## config.mk

```make
export PLATFORM = sky130hd
export DESIGN_NAME = rtc_bus_master
export DESIGN_NICKNAME = d
export VERILOG_FILES = /design/src/rtl/rtc_bus_pkg.sv /design/src/rtl/phase_timer.sv /design/src/rtl/rtc_bus_master.sv
export SDC_FILE = /design/constraint.sdc
export NUM_CORES = 1
export LEC_CHECK = 0
export BUFFER_PORTS_ARGS = -buffer_cell sky130_fd_sc_hd__buf_4
export CAP_MARGIN = 5
export CORE_MARGIN = 4
export CORE_UTILIZATION = 59
export CTS_BUF_LIST = sky130_fd_sc_hd__clkbuf_2 sky130_fd_sc_hd__clkbuf_4 sky130_fd_sc_hd__clkbuf_8
export CTS_CLUSTER_DIAMETER = 30
export DETAILED_ROUTE_END_ITERATION = 7
export HOLD_SLACK_MARGIN = 0.05
export PLACE_DENSITY = 0.85
export RECOVER_POWER = 50
export SLEW_MARGIN = 20
export SYNTH_ARGS = -nofsm -noshare
export SYNTH_HDL_FRONTEND = slang
export SYNTH_SLANG_ARGS = --single-unit
```

## constraint.sdc

```tcl
create_clock -name clk -period 3.4 [get_ports clk]
set_input_delay 0.17 -clock clk [delete_from_list [all_inputs] [get_ports clk]]
set_output_delay 0.17 -clock clk [all_outputs]
set_load 0.01 [all_outputs]
```

## src/rtl/rtc_bus_pkg.sv

```systemverilog
// Shared types for the RTC parallel-bus engine: FSM state encoding and transfer direction.
package rtc_bus_pkg;

   typedef enum logic [2:0] {
      IDLE    = 3'd0,
      A_SETUP = 3'd1,
      A_PULSE = 3'd2,
      A_HOLD  = 3'd3,
      D_SETUP = 3'd4,
      D_PULSE = 3'd5,
      D_HOLD  = 3'd6,
      GAP     = 3'd7
   } state_t;

   localparam logic RD = 1'b1;
   localparam logic WR = 1'b0;

endpackage

```

## src/rtl/phase_timer.sv

```systemverilog
// Loadable down-counter that times each bus phase; zero flags the last clock of the phase.
module phase_timer #(
   parameter int unsigned CNT_W = 8
) (
   input  logic             clk,
   input  logic             reset,
   input  logic             load,
   input  logic [CNT_W-1:0] load_val,
   output logic             zero
);

   logic [CNT_W-1:0] cnt;

   always_ff @(posedge clk or negedge reset) begin
      if (!reset) begin
         cnt <= '0;
      end else if (load) begin
         cnt <= load_val;
      end else if (cnt != '0) begin
         cnt <= cnt - CNT_W'(1);
      end
   end

   assign zero = (cnt == '0);

endmodule

```

## src/rtl/rtc_bus_master.sv

```systemverilog
// Bus engine for the RTC multiplexed address/data bus: address phase, data phase, recovery gap.
// Pin values are registered from the current state, so the pins trail the FSM by one clock.
module rtc_bus_master
   import rtc_bus_pkg::*;
#(
   parameter int unsigned T_SETUP = 1,
   parameter int unsigned T_PULSE = 2,
   parameter int unsigned T_HOLD  = 1,
   parameter int unsigned T_GAP   = 2,
   parameter int unsigned CNT_W   = 8
) (
   input  logic       clk,
   input  logic       reset,
   input  logic       start,
   input  logic       rd_wr,
   input  logic [7:0] dir,
   input  logic [7:0] dato,
   output logic       busy,
   output logic       done,
   output logic [7:0] dato_rtc,
   output logic       cs_n,
   output logic       a_d,
   output logic       rd_n,
   output logic       wr_n,
   output logic [7:0] bus_out,
   output logic       bus_oe,
   input  logic [7:0] bus_in
);

   state_t           state, next_state, phase_q;
   logic             lat_rd;
   logic [7:0]       lat_dir, lat_dato;
   logic             tmr_load, tmr_zero;
   logic [CNT_W-1:0] tmr_val;
   logic             nxt_cs_n, nxt_a_d, nxt_rd_n, nxt_wr_n, nxt_oe;
   logic [7:0]       nxt_bus_out;

   function automatic logic [CNT_W-1:0] ticks(input int unsigned t);
      return CNT_W'(t - 1);
   endfunction

   phase_timer #(.CNT_W(CNT_W)) u_timer (
      .clk      (clk),
      .reset    (reset),
      .load     (tmr_load),
      .load_val (tmr_val),
      .zero     (tmr_zero)
   );

   always_comb begin
      next_state  = state;
      tmr_load    = 1'b0;
      tmr_val     = '0;
      nxt_cs_n    = 1'b1;
      nxt_a_d     = 1'b0;
      nxt_rd_n    = 1'b1;
      nxt_wr_n    = 1'b1;
      nxt_oe      = 1'b0;
      nxt_bus_out = '0;

      case (state)
         IDLE:    if (start)    begin next_state = A_SETUP; tmr_load = 1'b1; tmr_val = ticks(T_SETUP); end
         A_SETUP: if (tmr_zero) begin next_state = A_PULSE; tmr_load = 1'b1; tmr_val = ticks(T_PULSE); end
         A_PULSE: if (tmr_zero) begin next_state = A_HOLD;  tmr_load = 1'b1; tmr_val = ticks(T_HOLD);  end
         A_HOLD:  if (tmr_zero) begin next_state = D_SETUP; tmr_load = 1'b1; tmr_val = ticks(T_SETUP); end
         D_SETUP: if (tmr_zero) begin next_state = D_PULSE; tmr_load = 1'b1; tmr_val = ticks(T_PULSE); end
         D_PULSE: if (tmr_zero) begin next_state = D_HOLD;  tmr_load = 1'b1; tmr_val = ticks(T_HOLD);  end
         D_HOLD:  if (tmr_zero) begin next_state = GAP;     tmr_load = 1'b1; tmr_val = ticks(T_GAP);   end
         GAP:     if (tmr_zero) next_state = IDLE;
         default: next_state = IDLE;
      endcase

      // The address is always strobed with wr_n, whatever the transfer direction.
      if (state inside {A_SETUP, A_PULSE, A_HOLD}) begin
         nxt_cs_n    = 1'b0;
         nxt_oe      = 1'b1;
         nxt_bus_out = lat_dir;
         nxt_wr_n    = (state != A_PULSE);
      end
      if (state inside {D_SETUP, D_PULSE, D_HOLD}) begin
         nxt_cs_n    = 1'b0;
         nxt_a_d     = 1'b1;
         nxt_oe      = (lat_rd != RD);
         nxt_bus_out = (lat_rd == RD) ? 8'h00 : lat_dato;
         if (state == D_PULSE) begin
            if (lat_rd == RD) nxt_rd_n = 1'b0;
            else              nxt_wr_n = 1'b0;
         end
      end
   end

   always_ff @(posedge clk or negedge reset) begin
      if (!reset) begin
         state    <= IDLE;
         phase_q  <= IDLE;
         lat_rd   <= 1'b0;
         lat_dir  <= '0;
         lat_dato <= '0;
         busy     <= 1'b0;
         done     <= 1'b0;
         dato_rtc <= '0;
         cs_n     <= 1'b1;
         a_d      <= 1'b0;
         rd_n     <= 1'b1;
         wr_n     <= 1'b1;
         bus_oe   <= 1'b0;
         bus_out  <= '0;
      end else begin
         state   <= next_state;
         phase_q <= state;
         busy    <= (next_state != IDLE);
         done    <= (state == GAP) && (phase_q == D_HOLD);
         cs_n    <= nxt_cs_n;
         a_d     <= nxt_a_d;
         rd_n    <= nxt_rd_n;
         wr_n    <= nxt_wr_n;
         bus_oe  <= nxt_oe;
         bus_out <= nxt_bus_out;
         if (state == IDLE && start) begin
            lat_rd   <= rd_wr;
            lat_dir  <= dir;
            lat_dato <= dato;
         end
         // Capture on the edge that ends the pin-level read strobe, while rd_n is still low.
         if (lat_rd == RD && phase_q == D_PULSE && state != D_PULSE) dato_rtc <= bus_in;
      end
   end

endmodule

```

==> impl_metrics.tcl, run 1 <==
set metrics [dict create \
    initial_core_util_pct 63.5 \
    cap_viol_max_count 0 \
    clock_sinks 54 \
    final_cell_mix "dfrtp_1, buf_4, mux2_2, nor2_1, nand2_1" \
    hold_viol 0 \
    required_ns 3.59 \
    post_cts_resized 0 \
    cp-end-kind "flip-flop" \
    setup_viol 0 \
    use_met3_pct 7.41 \
    met2_usage_pct 29.9 \
    skew_ns 0.0102 \
    rr_endpoint "u_timer.cnt[1]" \
    ant_nets 0 \
    cts_buffers 5 \
    die_y_um 69.1 \
    synth-edff-count 0 \
    reg2reg_slack_ns 1.46 \
    clkTransAtPathRegs_ns 0.10 \
    postCtsSetupRepairBufs 0 \
    startpoint "u_timer.cnt[0]" \
    grt_pass1_vias 1529 \
    start_kind "flip-flop" \
    grt_max_degree 55 \
    first_pass_iters 4 \
    period_needed_ns 1.94 \
    worstReg2RegStart "u_timer.cnt[0]" \
    drc 0 \
    syn_inst 161 \
    numPortBuffers 50 \
    synthFlopType "dfrtp_1" \
    grt_overflow 0 \
    netlist.area_leader.share_pct 57.9 \
    clkLatencyLatePin_ns 0.32 \
    p_per_area_nw_per_um2 945 \
    synth.avg_cell_area_um2 13.7 \
    coreArea_um2 3470 \
    gp_congestion 0.762 \
    viasPerCell 5.45 \
    htree_levels 2 \
    drt_iter0_markers 77 \
    wire_per_inst_um 15.6 \
    die_w_um 69.1 \
    syn_to_final_growth_pct 21.5 \
    syn_area_um2 2200 \
    setup_tns_ns 0 \
    drive_gt1_share_pct 40.3 \
    dp_hpwl_um 2910 \
    clock_path_buffers 2 \
    power.total_w 0.00253 \
    top_usage_layer "met2" \
    critical_path_class "reg2reg" \
    finalMaxSlewViolations 0 \
    num_antenna_cells 0 \
    tightest_slew_ns 1.26 \
    cts_tree "yes" \
    grt_first_pass_wirelength_um 7280 \
    vdd_drop_max_mv 0.476 \
    ys_seq_elements 54 \
    fmax_mhz 517 \
    fin_crit_sh_pct 56.9 \
    num_io_pins 51 \
    ys.warnings.count 0 \
    slew_headroom_pct 15.7 \
    rsz0062_at_grt "no" \
    synth_area_leaders "dfrtp_1, mux2_2, dfstp_2, a22o_1, nor4_4" \
    clockRootBuffer "clkbuf_8" \
    worstSetupEndpoint "u_timer.cnt[1]" \
    via_count 1427 \
    p_leak_nw 1.23 \
    row_count 21 \
    yosysSeqAreaShare_pct 61.5 \
    layout_commonest_cell "dfrtp_1" \
    met1_usage_pct 24.4 \
    worstPathArrival_ns 2.13 \
    hold_path.class "in2reg" \
    nets 244 \
    outcome "finished clean" \
    ff2ff_path_depth 6 \
    die_area_um2 4780 \
    synthArstFlopShare_pct 100 \
    syn_nets 190 \
    antenna_found_initial 0 \
    wirelength_um 4090 \
    yosysUniqueCellTypes 38 \
    track_usage_pct 19.2 \
    yosysTopAreaCell "dfrtp_1" \
    crit_path_max_fanout 8 \
]
[flip-flops by register name (all words and copies together) (netlist names)]
signal and flops:
u_timer.cnt 8, phase_q 3, rd_n 1, cs_n 1, dato_rtc 8, bus_oe 1, state 3, wr_n 1
lat_dato 8, a_d 1, bus_out 8, done 1, busy 1, lat_dir 8, lat_rd 1
[area by class of cell]
cell class                      instances  area, um^2
Fill cell                             227         791
Timing Repair Buffer                   52         360
Clock inverter                          1        5.00
Inverter                                4        15.0
Clock buffer                            7        90.1
Sequential cell                        54        1360
Multi-Input combinational cell         98         795
Tap cell                               46        57.6
[critical path, stage by stage, from the launching register on]
cell      delay [ns]
dfrtp_1         0.44
inv_1           0.08
ha_1            0.17
nor3b_2         0.36
nand2_2         0.20
a221oi_4        0.46
a211oi_1        0.09
[power by group]
group	internal [W]	leakage [nW]	switching, W
registers	0.000950	0.652	0.000227
logic	0.000516	0.523	0.000462
clock network	0.000173	0.0517	0.000203
total	0.00164	1.23	0.000893
[per-stage QoR]
| step | cells | utilization (%) | cell area, um^2 | hold WS (ns) | setup WS [ns] |
|---|---|---|---|---|---|
| finish | 262 | 77.2 | 2680 | 0.0815 | 1.46 |
| CTS | 262 | 78.1 | 2710 | 0.0813 | 1.48 |
| global route | 262 | 77.2 | 2680 | 0.0787 | 1.27 |
| global placement | 253 | 75.1 | 2610 | 0.224 | 1.55 |
| detailed placement | 253 | 75.1 | 2610 | 0.236 | 1.48 |
| floorplan | 161 | - | 2200 | -0.126 | 1.71 |
[cell usage after synthesis, types with 2 or more instances]
cell type	n
dfrtp_1	51
mux2_2	24
nor2_1	11
nand2_1	10
a22o_1	8
a21oi_1	4
inv_1	4
xnor2_1	4
a211oi_1	3
dfstp_2	3
nor3_1	3
nor3b_1	3
o21ai_0	3
buf_6	2
nand2b_1	2
nor2b_1	2
nor3b_2	2
nor4_4	2
[metal layers]
layer	vias up	share of wire, %
li1	677	-
met1	691	42
met2	52	48
met3	7	8.4
met4	0	1.5
met5	-	0
[worst min path at each step]
| stage | slack, ns | startpoint | depth (start not counted) | end |
|---|---|---|---|---|
| final | 0.08 | dir[0] | 2 | lat_dir[0] |
| after global routing | 0.08 | dato[4] | 2 | lat_dato[4] |
| after CTS | 0.08 | dir[0] | 2 | lat_dir[0] |
| after detailed placement | 0.24 | reset | 1 | dato_rtc[2] |
| after global placement | 0.22 | reset | 1 | dato_rtc[2] |
| after floorplan | -0.13 | reset | 0 | a_d |
[kinds of logic (layout without fill, tap and decap cells)]
logic type / count (synthesis) / in the layout / share of synthesized area, %
adders and majority gates: 1 / 1 / 0.568
AOI/OAI and AO/OA: 23 / 23 / 8.35
and+or+nand+nor: 44 / 44 / 12.4
buffers and inverters: 9 / 64 / 2.44
muxes: 25 / 25 / 12.7
xor gates and xnor gates: 5 / 5 / 1.99
DFF: 54 / 54 / 61.5
[what timing repair did]
| action | CTS | global route |
|---|---|---|
| hold buffers | 1 | 0 |
| endpoints found under the hold margin | 51 | 0 |
| endpoints found under the setup margin | 0 | 0 |
No activity file was read; power rests on OpenSTA's default activity.
==> inputs of run 2 (changes only) <==
--- a/config.mk
+++ b/config.mk
@@ -5,15 +5,16 @@
 export SDC_FILE = /design/constraint.sdc
 export NUM_CORES = 1
 export LEC_CHECK = 0
+export ABC_AREA = 1
 export BUFFER_PORTS_ARGS = -buffer_cell sky130_fd_sc_hd__buf_4
 export CAP_MARGIN = 5
 export CORE_MARGIN = 4
-export CORE_UTILIZATION = 59
+export CORE_UTILIZATION = 55
 export CTS_BUF_LIST = sky130_fd_sc_hd__clkbuf_2 sky130_fd_sc_hd__clkbuf_4 sky130_fd_sc_hd__clkbuf_8
 export CTS_CLUSTER_DIAMETER = 30
 export DETAILED_ROUTE_END_ITERATION = 7
 export HOLD_SLACK_MARGIN = 0.05
-export PLACE_DENSITY = 0.85
+export PLACE_DENSITY = 0.8
 export RECOVER_POWER = 50
 export SLEW_MARGIN = 20
 export SYNTH_ARGS = -nofsm -noshare
==> constraint.sdc (replaced) <==
create_clock -name clk -period 2 [get_ports clk]
set_input_delay 0.1 -clock clk [delete_from_list [all_inputs] [get_ports clk]]
set_output_delay 0.1 -clock clk [all_outputs]
set_load 0.01 [all_outputs]
==> run 2 against run 1 <==
First-iteration DRC count rose by 52%. Synthesized cell count rose by 49%. Clock power rose by 62%. Setup slack got worse by 1.2 ns. Via count rose by 29%. Critical path depth rose by 1. Global-route usage rose by 1.2 points.
==> impl_metrics.tcl, run 2 <==
set metrics [dict create \
    clockRootBuffer "clkbuf_8" \
    yosysUniqueCellTypes 26 \
    first_pass_iters 4 \
    grt_max_degree 55 \
    num_antenna_cells 0 \
    synth-edff-count 0 \
    period_needed_ns 1.72 \
    layout_commonest_cell "nand2_1" \
    cp_slowest_stage_delay_ns 0.38 \
    critical_path_class "reg2reg" \
    post-route-util_pct 78.0 \
    critical_path.cell_chain "inv_1 > ha_1 > nand2_1 > nor2_2 > nand2_1 > a21oi_1 > nand2_1" \
    numPortBuffers 50 \
    ys_seq_elements 54 \
    die_area_um2 5180 \
    post_dp_cell_area_um2 2660 \
    antenna_found_initial 0 \
    layout_setup_ws_ns 0.281 \
    yosysSeqAreaShare_pct 60.2 \
    syn_area_um2 2250 \
    fmax_mhz 582 \
    cpMaxStageDelayCell "dfrtp_1" \
    p_leak_nw 1.49 \
    synth_commonest_cells "nand2_1, dfrtp_1, inv_1, nor2_1" \
    num_io_pins 51 \
    synth_area_leaders "dfrtp_1, nand2_1, a32o_1, dfstp_2, inv_1" \
    cts_buffers 5 \
    slew_headroom_pct 17.2 \
    htree_levels 2 \
    netlist.area_leader.share_pct 56.7 \
    initial_core_util_pct 59.3 \
    yosysMostFrequentCell "nand2_1" \
    cpMostUsedCell "nand2_1" \
    skew_ns 0.0106 \
    holdPathStages 4 \
    outcome "finished clean" \
    fin_area_um2 2960 \
    postCtsSetupRepairBufs 0 \
    ant_nets 0 \
    track_usage_pct 20.4 \
    drt_iter0_markers 117 \
    coreArea_um2 3800 \
    syn_to_final_growth_pct 31.6 \
    hold_slack_ns 0.401 \
    die_w_um 72.0 \
    fillers 271 \
    ff2ff_path_depth 7 \
    tightest_slew_ns 1.24 \
    cp-end-kind "flip-flop" \
    start_kind "flip-flop" \
    hold_viol 0 \
    gp_congestion 0.771 \
    worstPathArrival_ns 1.91 \
    setup_tns_ns 0 \
    dp_hpwl_um 3110 \
    nets 347 \
    required_ns 2.19 \
    crit_path_max_fanout 11 \
    clkLatencyLatePin_ns 0.30 \
    synth.avg_cell_area_um2 9.38 \
    grt_first_pass_wirelength_um 8270 \
    rsz0062_at_grt "no" \
    syn_nets 269 \
    clkTransAtPathRegs_ns 0.09 \
    via_count 1847 \
    setup_viol 0 \
    grt_pass1_vias 1872 \
    syn_inst 240 \
    row_count 22 \
    grt_overflow 0 \
    cts_tree "yes" \
    wire_per_inst_um 13.1 \
    viasPerCell 5.03 \
    finalMaxSlewViolations 0 \
    cap_viol_max_count 0 \
    wirelength_um 4800 \
    synthArstFlopShare_pct 100 \
    vdd_drop_max_mv 0.845 \
    fin_crit_sh_pct 86.0 \
    clock_sinks 54 \
    p_per_area_nw_per_um2 1400 \
    drc 0 \
    ys.warnings.count 0 \
    clock_path_buffers 2 \
    die_y_um 72.0 \
    drive_gt1_share_pct 23.2 \
    yosysTopAreaCell "dfrtp_1" \
    hold_path.class "in2reg" \
    final_cell_mix "nand2_1, dfrtp_1, buf_4, dlygate4sd3_1, inv_1" \
    pre_cts_ws_ns 0.269 \
    synthFlopType "dfrtp_1" \
]
-- run 2: changes by cell type after synthesis, sizes merged, moves of 3 or more --
| cell | before | now |
|---|---|---|
| a21oi | 4 | 1 |
| a32o | 0 | 8 |
| nor3b | 5 | 0 |
| a22o | 8 | 0 |
| mux2 | 24 | 0 |
| nand3 | 1 | 7 |
| a211oi | 3 | 0 |
| nand2 | 11 | 93 |
| nor2 | 11 | 21 |
| inv | 4 | 27 |
| o21ai | 3 | 12 |
-- run 2: power by group --
part | internal [W] | total [W] | switching (W)
clock | 0.000279 | 0.000609 | 0.000331
sequential | 0.00159 | 0.00189 | 0.000292
combinational | 0.000691 | 0.00167 | 0.000975
-- run 2: final cells by class --
class / count / area (um^2) / share of cell area, %
Multi-Input combinational cell: 153 / 756 / 25.5
Tap cell: 48 / 60.1 / 2.03
Inverter: 27 / 101 / 3.42
Sequential cell: 54 / 1360 / 45.7
Clock buffer: 6 / 82.6 / 2.79
Clock inverter: 2 / 12.5 / 0.422
Timing Repair Buffer: 77 / 596 / 20.1
-- run 2: metal layers --
layer	GRT usage (%)	part of all wire, %
met5	0	0
met4	8.14	1.8
met3	4.57	6.2
met2	35.0	51
met1	25.0	41
-- run 2: worst max-delay path, delay by kind of cell, from the launching register on --
kind	cells	cell delay, ns
AO/OA/AOI/OAI	1	0.25
adder cells (fa/ha/maj)	1	0.23
buffers and inverters	1	0.09
flip-flops	1	0.38
AND/OR/NAND/NOR	4	0.66
-- run 2: path summary, 6_finish.rpt --
path / slack, ns / to / startpoint
setup / recovery: 0.28 / busy / u_timer.cnt[0]
hold / removal: 0.40 / lat_dir[1] / start
setup reg to reg: 0.28 / busy / u_timer.cnt[0]
hold reg to reg: 0.44 / done / phase_q[0]
max in group asynchronous: 0.65 / u_timer.cnt[2] / reset
min in group asynchronous: 0.60 / dato_rtc[5] / reset
-- run 2: through the flow --
step	power [W]	cells
after floorplan	0.00297	240
after global placement	0.00353	333
after detailed placement	0.00360	333
after CTS	0.00424	367
after global routing	0.00450	367
final	0.00416	367
-- run 2: cells by family (layout without fill, tap and decap cells) --
kind of cell	after synthesis	in the layout	synth area share (%)
and+or+nand+nor	127	127	23.7
DFF	54	54	60.2
buffers and inverters	33	112	6.28
AOI/OAI and AO/OA	22	22	8.11
xor gates and xnor gates	3	3	1.17
adders and majority gates	1	1	0.555
-- run 2: repair_timing --
item | in CTS | in global routing
endpoints found under the hold margin | 76 | 0
hold buffers | 26 | 0
gates resized for setup | 0 | 0
==> inputs of run 3 (changes only) <==
--- a/config.mk
+++ b/config.mk
@@ -5,7 +5,6 @@
 export SDC_FILE = /design/constraint.sdc
 export NUM_CORES = 1
 export LEC_CHECK = 0
-export ABC_AREA = 1
 export BUFFER_PORTS_ARGS = -buffer_cell sky130_fd_sc_hd__buf_4
 export CAP_MARGIN = 5
 export CORE_MARGIN = 4
==> run 3 against run 2 <==
Die area decreased by 1.9%. Core utilization increased by 1.5 points. Critical path depth unchanged. Power increased by 9.5%. Global-route usage decreased by 0.91 points. Largest power group unchanged. Clock skew decreased by 0.0037 ns. Via count decreased by 18%. Final cell count decreased by 20%. Worst hold slack got worse by 0.34 ns. Sequential share of layout area decreased by 0.52 points. Wire length decreased by 5.2%. Final area increased by 1.1%.
==> impl_metrics.tcl, run 3 (same netlist as run 1, synthesis figures left out) <==
set metrics [dict create \
    grt_first_pass_wirelength_um 7760 \
    cpMaxStageDelayCell "dfrtp_1" \
    p_int_w 0.00300 \
    finalMaxSlewViolations 0 \
    grt_pass1_vias 1610 \
    row_count 22 \
    drt_iter0_markers 93 \
    p_switching_w 0.00156 \
    rr_endpoint "u_timer.cnt[3]" \
    outcome "finished clean" \
    dp_hpwl_um 3030 \
    wirelength_um 4550 \
    cp_slowest_stage_delay_ns 0.43 \
    setup_viol 0 \
    worstPathArrival_ns 2.02 \
    critical_path_class "reg2reg" \
    die_y_um 71.3 \
    layout_commonest_cell "dfrtp_1" \
    gp_congestion 0.877 \
    syn_to_final_growth_pct 36.0 \
    min_to "dato_rtc[2]" \
    setup_tns_ns 0 \
    fin_crit_sh_pct 91.3 \
    clkPwrFrac_pct 15.8 \
    fin_area_um2 3000 \
    start_kind "flip-flop" \
    nets 273 \
    track_usage_pct 19.5 \
    die_area_um2 5080 \
    via_count 1512 \
    final_cell_mix "dfrtp_1, buf_4, dlygate4sd3_1, mux2_2, nor2_1" \
    viasPerCell 5.16 \
    p_per_area_nw_per_um2 1520 \
    worstReg2RegStart "u_timer.cnt[0]" \
    rsz0062_at_grt "no" \
    initial_core_util_pct 58.4 \
    ff2ff_path_depth 7 \
    wire_per_inst_um 15.5 \
    skew_ns 0.00689 \
    num_io_pins 51 \
    numPortBuffers 50 \
    holdPathStages 2 \
    cp-end-kind "flip-flop" \
    clkTransAtPathRegs_ns 0.09 \
    post_dp_cell_area_um2 2640 \
    cts_buffers 5 \
    vdd_drop_max_mv 0.716 \
    seq_power_share_pct 43.0 \
    min_from "bus_in[2]" \
    hold_slack_ns 0.0569 \
    reg2reg_slack_ns 0.17 \
    hold_path.class "in2reg" \
    crit_path_max_fanout 8 \
    drc 0 \
    antenna_found_initial 0 \
    clkLatencyLatePin_ns 0.30 \
    hold_viol 0 \
    grt_max_degree 55 \
    first_pass_iters 4 \
    coreArea_um2 3770 \
    clock_sinks 54 \
    num_antenna_cells 0 \
    p_leak_nw 1.36 \
    cts_tree "yes" \
    ant_nets 0 \
    p_sw_share_pct 34.1 \
    grt_overflow 0 \
    critical_path.cell_chain "inv_1 > ha_1 > nor3b_4 > nand2_2 > a221oi_4 > buf_4 > nor2_1" \
    fmax_mhz 548 \
    die_w_um 71.3 \
    clockRootBuffer "clkbuf_8" \
    required_ns 2.20 \
    clock_path_buffers 2 \
    htree_levels 2 \
    slew_headroom_pct 17.1 \
    tightest_slew_ns 1.24 \
    drive_gt1_share_pct 37.6 \
    p_comb_share_pct 41.2 \
    cap_viol_max_count 0 \
    period_needed_ns 1.83 \
]
==> run 3: changes by cell type in the layout (fill, tap and decap cells not counted), sizes merged, moves of 3 or more <==
cell / delta
a211oi: +3
a21oi: +3
a22o: +8
a32o: -8
buf: +9
clkbuf: -4
inv: -23
mux2: +24
nand2: -82
nand3: -6
nor2: -10
nor3b: +5
o21ai: -9
==> run 3: worst max path at each step <==
stage | end | from | slack [ns] | depth (start not counted)
global route | u_timer.cnt[3] | u_timer.cnt[0] | 0.03 | 7
CTS | u_timer.cnt[3] | u_timer.cnt[0] | 0.09 | 6
global placement | u_timer.cnt[1] | u_timer.cnt[0] | 0.19 | 6
detailed placement | u_timer.cnt[3] | u_timer.cnt[0] | 0.09 | 6
floorplan | lat_dato[7] | state[1] | 0.31 | 6
finish | u_timer.cnt[3] | u_timer.cnt[0] | 0.17 | 7
==> run 3: final cells by class <==
| type | count | area [um^2] |
|---|---|---|
| Inverter | 4 | 15.0 |
| Timing Repair Buffer | 81 | 651 |
| Tap cell | 48 | 60.1 |
| Multi-Input combinational cell | 98 | 801 |
| Sequential cell | 54 | 1360 |
| Clock buffer | 6 | 76.3 |
| Fill cell | 221 | 774 |
| Clock inverter | 2 | 38.8 |
==> run 3: through the flow <==
step                      utilization [%]  total power [W]  std cells  setup slack (ns)
after global routing                 79.5          0.00488        293            0.0323
after floorplan                         -          0.00313        161             0.306
after CTS                            79.8          0.00458        291            0.0905
after global placement               70.1          0.00370        258             0.194
final                                79.5          0.00456        293             0.174
after detailed placement             70.1          0.00381        258            0.0882
==> run 3: power by group through the flow <==
stage / Combinational [W] / Clock [W] / Sequential (W)
2_1_floorplan: 0.00115 / 0 / 0.00198
3_3_place_gp: 0.00176 / 0 / 0.00193
3_5_place_dp: 0.00184 / 0 / 0.00197
4_1_cts: 0.00189 / 0.000739 / 0.00195
5_1_grt: 0.00206 / 0.000787 / 0.00203
6_report: 0.00188 / 0.000719 / 0.00196
==> run 3: routing by layer <==
| metal | track usage (%) | up-vias | share of wire, % |
|---|---|---|---|
| met5 | 0 | - | 0 |
| li1 | - | 735 | - |
| met4 | 5.01 | 0 | 1.1 |
| met3 | 4.35 | 5 | 6.2 |
| met1 | 24.4 | 720 | 41 |
| met2 | 34.2 | 52 | 51 |
==> run 3: worst max-delay path: cells and delay by family (launching register included) <==
family	cells	cell delay, ns
and+or+nand+nor	3	0.54
DFF	1	0.43
AOI/OAI and AO/OA	1	0.31
buffers and inverters	2	0.26
adders and majority gates	1	0.18
==> run 3: what timing repair did <==
action	4_1_cts	5_1_grt
hold endpoints to repair	75	0
gates resized for setup	0	1
hold buffers	25	0
setup endpoints to repair	0	7
buffers inserted	0	2
